### config.mk
export PLATFORM = sky130hd
export DESIGN_NAME = series_sum_engine
export DESIGN_NICKNAME = d
export VERILOG_FILES = /design/src/rtl/series_sum_engine.sv
export SDC_FILE = /design/constraint.sdc
export NUM_CORES = 1
export LEC_CHECK = 0
export ABC_AREA = 1
export CAP_MARGIN = 5
export CELL_PAD_IN_SITES_DETAIL_PLACEMENT = 0
export CELL_PAD_IN_SITES_GLOBAL_PLACEMENT = 1
export CORE_MARGIN = 4
export CORE_UTILIZATION = 46
export DETAILED_ROUTE_END_ITERATION = 7
export DONT_BUFFER_PORTS = 1
export PLACE_DENSITY = 0.81
export SLEW_MARGIN = 20
export SYNTH_ARGS = -nofsm -noshare
export SYNTH_HDL_FRONTEND = slang
export SYNTH_SLANG_ARGS = --single-unit
### constraint.sdc
create_clock -name clk -period 5.8 [get_ports clk]
set_input_delay 0.58 -clock clk [delete_from_list [all_inputs] [get_ports clk]]
set_output_delay 0.58 -clock clk [all_outputs]
set_load 0.03 [all_outputs]
### src/rtl/series_sum_engine.sv
// Saturating series accumulator: sums i or i*i for i = 0..N per job.
// Jobs are loaded through a start handshake and can be cancelled with abort.
module series_sum_engine #(
   parameter int DATA_W = 8,
   parameter int CNT_W  = 5
) (
   input  logic              clk,
   input  logic              rst,
   input  logic              start,
   input  logic [CNT_W-1:0]  n_limit,
   input  logic              mode,
   input  logic              abort,
   output logic [DATA_W-1:0] sum,
   output logic [CNT_W-1:0]  count,
   output logic              busy,
   output logic              done,
   output logic              overflow
);

   localparam int PROD_W = 2 * CNT_W;
   localparam int ACC_W  = ((DATA_W > PROD_W) ? DATA_W : PROD_W) + 1;

   localparam logic [1:0] S_IDLE = 2'd0;
   localparam logic [1:0] S_RUN  = 2'd1;
   localparam logic [1:0] S_DONE = 2'd2;

   localparam logic [ACC_W-1:0] SUM_MAX = ACC_W'({DATA_W{1'b1}});

   logic [1:0]        state, state_n;
   logic [CNT_W-1:0]  n_reg, n_n;
   logic              mode_reg, mode_n;
   logic [DATA_W-1:0] sum_n;
   logic [CNT_W-1:0]  count_n;
   logic              ovf_n;

   logic [PROD_W-1:0] idx_w;
   logic [PROD_W-1:0] term;
   logic [ACC_W-1:0]  acc;
   logic              sat;
   logic [DATA_W-1:0] sum_sat;
   logic              last;

   assign idx_w = PROD_W'(count);
   assign term  = mode_reg ? (idx_w * idx_w) : idx_w;
   assign acc   = ACC_W'(sum) + ACC_W'(term);
   assign sat   = (acc > SUM_MAX);
   // Once the sum pins at all-ones it stays there: terms are never negative.
   assign sum_sat = sat ? {DATA_W{1'b1}} : acc[DATA_W-1:0];
   assign last    = (count == n_reg);

   always_comb begin
      state_n = state;
      sum_n   = sum;
      count_n = count;
      ovf_n   = overflow;
      n_n     = n_reg;
      mode_n  = mode_reg;
      unique case (state)
         S_IDLE: begin
            if (start && !abort) begin
               state_n = S_RUN;
               sum_n   = '0;
               count_n = '0;
               ovf_n   = 1'b0;
               n_n     = n_limit;
               mode_n  = mode;
            end
         end
         S_RUN: begin
            if (abort) begin
               state_n = S_IDLE;
            end else begin
               sum_n = sum_sat;
               ovf_n = overflow | sat;
               if (last) begin
                  state_n = S_DONE;
               end else begin
                  count_n = count + CNT_W'(1);
               end
            end
         end
         S_DONE: begin
            state_n = S_IDLE;
         end
         default: begin
            state_n = S_IDLE;
         end
      endcase
   end

   always_ff @(posedge clk or negedge rst) begin
      if (!rst) begin
         state    <= S_IDLE;
         sum      <= '0;
         count    <= '0;
         overflow <= 1'b0;
         n_reg    <= '0;
         mode_reg <= 1'b0;
      end else begin
         state    <= state_n;
         sum      <= sum_n;
         count    <= count_n;
         overflow <= ovf_n;
         n_reg    <= n_n;
         mode_reg <= mode_n;
      end
   end

   assign busy = (state == S_RUN);
   assign done = (state == S_DONE);

endmodule

==> impl_metrics.env <==
export IMPL_tightest_slew_ns=0.9262
export IMPL_numPortBuffers=0
export IMPL_endpoint_kind="flip-flop"
export IMPL_ios=26
export IMPL_fin_tns_setup_ns=0
export IMPL_grt_max_degree=23
export IMPL_grtUsageTotal_pct=17.08
export IMPL_ys_top_cells_by_area="dfrtp_1 (28%), nand2_1 (14%), ha_1 (13%)"
export IMPL_dr_pass1_iters=4
export IMPL_cp_start_kind="flip-flop"
export IMPL_r2r_cells=23
export IMPL_numCtsBuffers=3
export IMPL_synth_nets=302
export IMPL_die_area_um2=5344
export IMPL_drive_gt1_share_pct=8.240
export IMPL_drc_errors=0
export IMPL_skew_ns=0.001716
export IMPL_synthArstFlopShare_pct=100.0
export IMPL_syn_avg_cell_area_um2=7.301
export IMPL_regArea_um2=550.5
export IMPL_stdcell_area_um2=2052
export IMPL_largest_reg_flops=8
export IMPL_postPlaceCellArea_um2=1991
export IMPL_synthDistinctLibCells=33
export IMPL_slew_headroom_pct=38.03
export IMPL_fill_cells=427
export IMPL_ys_warn_count=0
export IMPL_overflow=0
export IMPL_n_antenna_cell=0
export IMPL_initial_core_util_pct=48.04
export IMPL_htree_levels=1
export IMPL_grt_pass1_wl_um=7210
export IMPL_place_congestion=0.8030
export IMPL_syn_to_final_growth_pct=5.263
export IMPL_worstSkewPairLatency_ns=0.26
export IMPL_hpwl_um=3424
export IMPL_synth_largest_area_cell="dfrtp_1"
export IMPL_ctsRootBufferMaster="clkbuf_8"
export IMPL_die_h_um=73.10
export IMPL_irDropWorstVdd_mv=0.1832
export IMPL_fin_crit_sh_pct=82.43
export IMPL_fmax_ghz=0.2092
export IMPL_drtIter0Drc=81
export IMPL_dpl_worst_slack_ns=1.005
export IMPL_ys_flop_type="dfrtp_1"
export IMPL_num_rows=23
export IMPL_p_int_uw=340.4
export IMPL_antenna_found_initial=0
export IMPL_cp_arrival_ns=4.92
export IMPL_leakage_uw=0.001154
export IMPL_synth_edf_count=0
export IMPL_synthesis_area_um2=1949
export IMPL_synth_seq_cells=22
export IMPL_critPathKind="reg -> reg"
export IMPL_p_total_uw=658.5
export IMPL_grt_pass1_vias=1520
export IMPL_maxCapViolations=0
export IMPL_finalSetupViolCount=0
export IMPL_required_ns=5.94
export IMPL_rsz0062_at_grt="no"
export IMPL_clock_power_share_pct=14.1
export IMPL_via_per_inst=5.073
export IMPL_vias=1608
export IMPL_whs_ns=0.1207
export IMPL_period_needed_ns=4.781
export IMPL_power_frac_seq_pct=46.8
export IMPL_synthMostInstantiatedCell="nand2_1"
export IMPL_status="complete, no violations"
export IMPL_core_area_um2=4058
export IMPL_cts_sinks=22
export IMPL_nNetsFinal=304
export IMPL_die_width_um=73.10
export IMPL_p_sw_uw=318.0
export IMPL_wl_um=4253
export IMPL_drv_slew=0
export IMPL_synth_cells=267
export IMPL_critPathMaxFanout=9
export IMPL_seq_area_frac_synth_pct=28.24
export IMPL_p_per_area_nw_per_um2=320.9
export IMPL_drtAntennaViolNets=0
export IMPL_yosys_top_cells_count="nand2_1 (71), inv_1 (38), dfrtp_1 (22)"
export IMPL_multiInputGateArea_um2=1212
export IMPL_synth_top_area_share_pct=28.24
export IMPL_cts_resized=0
export IMPL_cts_tree="yes"
export IMPL_final_hold_violation_count=0
export IMPL_clk_pin_slew_ns=0.08
export IMPL_fin_ws_ns=1.019
export IMPL_hold_class="in -> async"
export IMPL_p_comb_share_pct=39.1
export IMPL_drt_wirelength_per_cell_um=13.42
export IMPL_clockBufferDepth=2
export IMPL_sw_frac_of_total_pct=48.30
## power groups by stage
| stage | logic [uW] | clock network (uW) | registers [uW] |
|---|---|---|---|
| 4_1_cts | 256 | 97.4 | 309 |
| 6_report | 258 | 92.7 | 308 |
| 3_5_place_dp | 255 | 0 | 312 |
| 5_1_grt | 294 | 103 | 317 |
| 3_3_place_gp | 252 | 0 | 313 |
| 2_1_floorplan | 234 | 0 | 283 |
## cell usage in the layout, fill, tap and decap left out, drive strengths merged, types with 2 or more instances in the layout
cell type | netlist | routed
dfrtp | 22 | 22
a21boi | 2 | 2
buf | 7 | 4
ha | 21 | 21
nand4 | 3 | 3
a31oi | 2 | 2
nand2 | 76 | 76
o21ai | 10 | 10
fa | 4 | 4
nor3 | 4 | 4
or2 | 4 | 4
o21bai | 3 | 3
clkbuf | 0 | 3
nor2 | 21 | 21
xnor2 | 5 | 5
nand3 | 21 | 21
a21oi | 16 | 16
xor2 | 3 | 3
inv | 38 | 38
## critical path, cell delays in order (launching register included)
cell and delay [ns]:
dfrtp_1 0.67, inv_1 0.21, fa_1 0.53, fa_1 0.51, inv_1 0.04, ha_1 0.27
a31o_2 0.25, ha_1 0.34, nand2_1 0.09, nand2_1 0.06, a31oi_1 0.18, o21ai_0 0.10
a21oi_1 0.16, ha_1 0.30, nand2_1 0.09, inv_1 0.04, a21oi_1 0.13, nand2_1 0.10
a21oi_1 0.14, nand3_1 0.10, nand2_2 0.10, nand2_2 0.07, nand2_4 0.10, nand3_1 0.08
## cell families (layout without fill, tap and decap cells)
logic type      count (synthesis)  count (layout)  synth area share (%)
fa+ha+maj                      25              25                 17.59
simple gates                  130             130                 29.65
buf+inv                        45              45                 9.885
xor+xnor                        8               8                 3.594
compound gates                 37              37                 11.04
flops                          22              22                 28.24
## metrics by stage
stage | std cells | utilization, %
2_1_floorplan | 267 | -
3_3_place_gp | 313 | 49.06
3_5_place_dp | 313 | 49.06
4_1_cts | 316 | 50.08
5_1_grt | 317 | 50.57
6_report | 317 | 50.57
## worst paths after layout
check	startpoint	to	slack, ns
setup reg to reg	count[2]	sum[0]	1.02
min in group clk	n_limit[3]	n_reg[3]	0.44
max in group asynchronous	rst	n_reg[3]	5.54
setup / recovery	count[2]	sum[0]	1.02
hold reg to reg	n_reg[4]	n_reg[4]	0.49
hold / removal	rst	sum[0]	0.12
## area by class of cell
| class | instances | area share [%] |
|---|---|---|
| Sequential cell | 22 | 26.83 |
| Tap cell | 50 | 3.049 |
| Inverter | 38 | 6.951 |
| Clock buffer | 3 | 2.012 |
| Multi-Input combinational cell | 200 | 59.09 |
| Timing Repair Buffer | 4 | 2.073 |
## what timing repair did
| action | 4_1_cts | 5_1_grt |
|---|---|---|
| buffers inserted | 0 | 0 |
| hold endpoints to repair | 0 | 22 |
| hold buffers | 0 | 1 |
## routing by layer
layer  vias to the layer above  GRT usage (%)  share of wire [%]  wire length, um
li1                        864              -                  -                -
met1                       721          25.41                 51             2152
met2                        21          26.32                 46             1943
met3                         2          2.204                3.2              138
met4                         0          3.689               0.45               19
met5                         -              0                  0                0
(Power assumes the default switching activity.)
==> variant 1, RTL diff (same flow settings) <==
Make the reset (`rst`) synchronous in one clocked block.
--- a/src/rtl/series_sum_engine.sv
+++ b/src/rtl/series_sum_engine.sv
@@ -90,3 +90,3 @@
 
-   always_ff @(posedge clk or negedge rst) begin
+   always_ff @(posedge clk) begin
       if (!rst) begin
Formal check against the unedited RTL: differs if rst is asserted again (counterexample within 4 cycles, from zero or initial values and one cycle with rst low); with rst held inactive, the same outputs for 10 cycles.
==> variant 1 against the original RTL <==
  * Final area down 1.5%
  * Sequential cell count unchanged
  * Non-clock buffer count up 1
  * Clock skew up 0.0059 ns
  * Die area down 2.8%
  * Highest routed layer unchanged
  * Largest cell class unchanged
  * Routed wire length down 5.6%
  * Final cell count up 2.2%
  * First-iteration DRC count down 32%
  * Setup slack better by 0.25 ns
  * Synthesized area down 3.1%
  * Sequential share of layout area down 5.0 points
Power is not compared: it rests on default switching activity, and its combinational part moved more than twofold at a synthesized area within 25%.
==> variant 1: results (changes against the original RTL) <==
Non-clock buffer share = 1.86% (-0.22 points)
layout cell share with drive strength beyond 1 = 10.2% (+2.0 points)
Storage cell area = 440 um^2 (-20%)
Arr. time, crit path = 4.70 ns (-0.22 ns)
area of placed instances = 1950 um^2 (-2.1%)
Synthesized Nets = 306 (+1.3%)
Reg2Reg Depth = 24 (+4.3%)
met3 Use GR = 4.16% (+2.0 points)
wire length reported by the detailed router = 4.02 mm (-5.6%)
count of multi-input combinational gates = 205 (+2.5%)
global-route met2 utilization = 26.1% (-0.23 points)
gate count after technology mapping = 271 (+1.5%)
peak per-stage delay on the critical path = 0.52 ns (-0.15 ns)
count of sequential standard cells = 22 (unchanged)
layout overhead on the synthesized area = 6.95%
top fanout value on the critical path = 8 (-1)
Hold/Removal Path Class = in -> reg
launch point of the worst reg-to-reg path = count[2]
final weighted congestion in routability-driven placement = 0.839 (+4.5%)
area occupied by multi-input gates = 1260 um^2 (+4.2%)
proportion of synthesized chip area in sequential cells = 23.3% (-4.9 points)
setup slack of the worst register-to-register path = 1.27 ns (+0.25 ns)
global-route wire length before repair = 6.98 mm (-3.3%)
most used standard cells in the synthesized netlist = sky130_fd_sc_hd__nand2_1 (56), sky130_fd_sc_hd__inv_1 (36), sky130_fd_sc_hd__nor2_1 (34), sky130_fd_sc_hd__dfxtp_1 (22), sky130_fd_sc_hd__ha_1 (21)
global-route total usage across every layer = 17.0% (-0.045 points)
maximum number of pins on one net before global-route repair = 14 (-39%)
worst-path cell with the longest stage delay = sky130_fd_sc_hd__fa_1
1st-iter DRT viols = 55 (-32%)
Slew HR = 63.6% (+26 points)
run status = finished, final reports clean
synthesized-area fraction occupied by adder cells = 18.1% (+0.56 points)
vias per inst = 4.89 (-3.6%)
number of cells in the design after placement = 320 (+2.2%)
hold slack = 0.441 ns (+0.320 ns)
WL/cell = 12.4 um (-7.6%)
most common flop cell mapped by yosys = sky130_fd_sc_hd__dfxtp_1
buffers outside the clock class = 5 (+1)
number of gates given a new drive strength after cts = 0 (unchanged)
synthesized-area fraction occupied by ao, oa, aoi and oai cells = 13.0% (+2.0 points)
met1 layer usage reported by global route = 23.3% (-2.2 points)
end of the worst register-to-register path = sum[2]
cells taking the most area after synthesis = sky130_fd_sc_hd__dfxtp_1 (23%), sky130_fd_sc_hd__ha_1 (14%), sky130_fd_sc_hd__nand2_1 (11%)
vias in the first global route = 1580 (+3.9%)
Max Fclk = 221 MHz (+5.5%)
share of synthesized registers carrying an async set or reset = 0% (-100 points)
half-perimeter wire length after placement = 3.37 mm (-1.5%)
fraction of synthesized cell area in xor and xnor cells = 6.03% (+2.4 points)
Worst Clk Skew = 0.00762 ns (+0.00591 ns)
## variant 1: cell count changes in the layout (fill, tap and decap cells not counted), moves of 4 or more
cell and delta:
sky130_fd_sc_hd__dfrtp_1 -22, sky130_fd_sc_hd__dfxtp_1 +22, sky130_fd_sc_hd__nand2_1 -15, sky130_fd_sc_hd__nand3_1 -9, sky130_fd_sc_hd__nor2_1 +15, sky130_fd_sc_hd__o21ai_0 +4
sky130_fd_sc_hd__o21ai_1 +6
## variant 1: power groups by stage
| stage | Combinational, mW | Sequential [mW] | Clock (mW) |
|---|---|---|---|
| floorplan | 0.0205 | 0.161 | 0 |
| global placement | 0.0241 | 0.162 | 0 |
| detailed placement | 0.0240 | 0.162 | 0 |
| CTS | 0.0241 | 0.158 | 0.146 |
| global route | 0.0275 | 0.159 | 0.153 |
| finish | 0.0239 | 0.159 | 0.143 |
## variant 1: routing by layer
layer  up-vias  routed length (um)
li1        872                   -
met1       677                2010
met2        31                1790
met3         4                 170
met4         0                  38
met5         -                   0
==> variant 2, RTL diff (config.mk and constraints unchanged) <==
Made on the original files. The parameter `CNT_W` goes from 5 to 7.
--- a/src/rtl/series_sum_engine.sv
+++ b/src/rtl/series_sum_engine.sv
@@ -4,3 +4,3 @@
    parameter int DATA_W = 8,
-   parameter int CNT_W  = 5
+   parameter int CNT_W  = 7
 ) (
Ports: changed (resized count and n_limit); port bits go from 26 to 30. No check against the original RTL was run, so the function may have changed too.
==> variant 2 against the original RTL <==
  * Sequential cell count up 4
  * Total power increased by 6.7%
  * Final area up 63%
  * Via count increased by 61%
  * Critical path type unchanged
  * Routed wire length rose by 61%
  * Clock power grew 68%
  * Setup slack got worse by 0.52 ns
  * Combinational power rose by 5%
  * Critical path depth is 7 higher
  * Synthesized area up 60%
  * Die area up 53%
  * Largest cell class unchanged
  * Critical endpoint is now sum[1]
  * Count of clock-buffer cells in the layout stayed put
==> variant 2: results (changes against the original RTL) <==
worst-path cell with the longest stage delay = sky130_fd_sc_hd__fa_1
cell with the most instances after synthesis = sky130_fd_sc_hd__nand2_1
final weighted congestion in routability-driven placement = 0.829 (+3.2%)
Total Nets Final = 501 (+65%)
Hold/Removal Path Class = in -> async
power dissipated by switching net loads = 0.301 mW (-5.3%)
number of different library cells in the post-synthesis netlist = 35 (+6.1%)
number of slew-limit violations in the final report = 0 (unchanged)
antenna violations before repair = 0 (unchanged)
cells taking the most area after synthesis = sky130_fd_sc_hd__dfrtp_1 (21%), sky130_fd_sc_hd__ha_1 (14%), sky130_fd_sc_hd__nand2_1 (13%)
launch point of the worst reg-to-reg path = count[0]
IO Port Bufs = 0 (unchanged)
clock-pin transition on the worst setup and hold timing paths = 0.10 ns (+0.02 ns)
share of synthesized registers carrying an async set or reset = 100% (unchanged)
Worst Clk Skew = 0.00295 ns (+0.00123 ns)
maximum number of pins on one net before global-route repair = 27 (+17%)
proportion of synthesized area in mux cells = 0% (unchanged)
end of the worst register-to-register path = sum[1]
Max clock buf depth = 2 (unchanged)
critical path startpoint category = flip-flop
half-perimeter wire length after placement = 5.67 mm (+65%)
number of cells in the design after placement = 509 (+63%)
global-route total usage across every layer = 17.9% (+0.79 points)
fraction of synthesized cell area in xor and xnor cells = 4.78% (+1.2 points)
wire length reported by the detailed router = 6.85 mm (+61%)
area of placed instances = 3220 um^2 (+62%)
static leakage power = 1.96 nW (+70%)
antenna diode count = 0 (unchanged)
setup slack of the worst register-to-register path = 0.50 ns (-0.52 ns)
Reg2Reg Depth = 30 (+30%)
top fanout value on the critical path = 8 (-1)
run status = finished, final reports clean
synthesized-area fraction occupied by ao, oa, aoi and oai cells = 7.71% (-3.3 points)
layout cell share with drive strength beyond 1 = 13.0% (+4.7 points)
vias per inst = 5.01 (-1.2%)
number of max-cap violations = 0 (unchanged)
clock root buffer master = sky130_fd_sc_hd__clkbuf_8
vias in the first global route = 2643 (+74%)
Slew HR = 56.6% (+19 points)
number of H-tree branching levels = 1 (unchanged)
peak per-stage delay on the critical path = 0.53 ns (-0.14 ns)
clock insertion delay at the later pin of the skew report = 0.28 ns (+0.02 ns)
most used standard cells in the synthesized netlist = sky130_fd_sc_hd__nand2_1 (107), sky130_fd_sc_hd__inv_1 (79), sky130_fd_sc_hd__ha_1 (34), sky130_fd_sc_hd__dfrtp_1 (26), sky130_fd_sc_hd__nor2_1 (24)
synthesized-area fraction occupied by adder cells = 23.3% (+5.7 points)
proportion of synthesized chip area in sequential cells = 20.9% (-7.4 points)
global-route wire length before repair = 12.0 mm (+67%)
cts bufs inserted = 3 (unchanged)
Synth warnings = 0 (unchanged)
worst supply voltage drop on vdd = 0.117 mV (-36%)
WL/cell = 13.3 um (-1.1%)
1st-iter DRT viols = 121 (+49%)
mean instance size in the synthesized netlist = 7.18 um^2 (-1.7%)
number of flip-flops in the largest register = 8 (unchanged)
Arr. time, crit path = 5.47 ns (+0.55 ns)
variant 2: power by group through the flow:
stage	Clock, mW	Sequential [mW]	Combinational [mW]
after floorplan	0	0.292	0.201
after global placement	0	0.280	0.265
after detailed placement	0	0.282	0.267
after CTS	0.163	0.277	0.274
after global routing	0.171	0.283	0.306
final	0.156	0.277	0.270
variant 2: worst max path at each step:
stage,end,depth (start not counted),slack (ns)
after floorplan,sum[0],31,0.43
after global placement,sum[0],30,0.45
after detailed placement,sum[7],30,0.33
after CTS,sum[7],30,0.32
after global routing,sum[4],30,-0.00009
final,sum[1],30,0.50
variant 2: cells by family (layout without fill, tap and decap cells):
| kind of cell | after synthesis | in the layout |
|---|---|---|
| simple gates | 203 | 203 |
| flops | 26 | 26 |
| compound gates | 45 | 45 |
| xor+xnor | 17 | 17 |
| fa+ha+maj | 49 | 49 |
| buf+inv | 94 | 99 |
variant 2: layer usage:
metal  part of all wire [%]  routed length [um]  GRT usage [%]  vias up
met5                      0                   0              0        -
met4                   0.76                  52           3.06        0
met3                    3.5                 242           2.50        4
met2                     49                3360           32.8       48
met1                     47                3190           22.5     1181
li1                       -                   -              -     1354
variant 2: stage by stage:
stage	util (%)	hold WS (ns)	setup slack [ns]
floorplan	-	0.284	0.434
global placement	49.9	0.285	0.449
detailed placement	49.9	0.285	0.325
CTS	51.3	0.0996	0.319
global route	51.7	0.0961	-0.0000862
finish	51.7	0.105	0.503
variant 2: final cells by class:
type	instances	area [um^2]
clock buffer	3	41.3
clock inverter	1	30.0
fill	643	3120
inverter	83	312
multi-input combinational	314	2100
sequential	26	651
tap	77	96.3
timing repair buffer	12	103
variant 2: what timing repair did:
action	CTS	global route
gates resized for setup	0	4
hold buffers	1	0
setup endpoints to repair	0	9
buffers inserted	0	2
endpoints found under the hold margin	26	0
variant 2: worst max-delay path, delay by kind of cell (launching register included):
| kind | cells | cell delay [ns] |
|---|---|---|
| compound gates | 5 | 0.47 |
| fa+ha+maj | 6 | 2.74 |
| buf+inv | 7 | 0.41 |
| flops | 1 | 0.39 |
| simple gates | 12 | 1.20 |
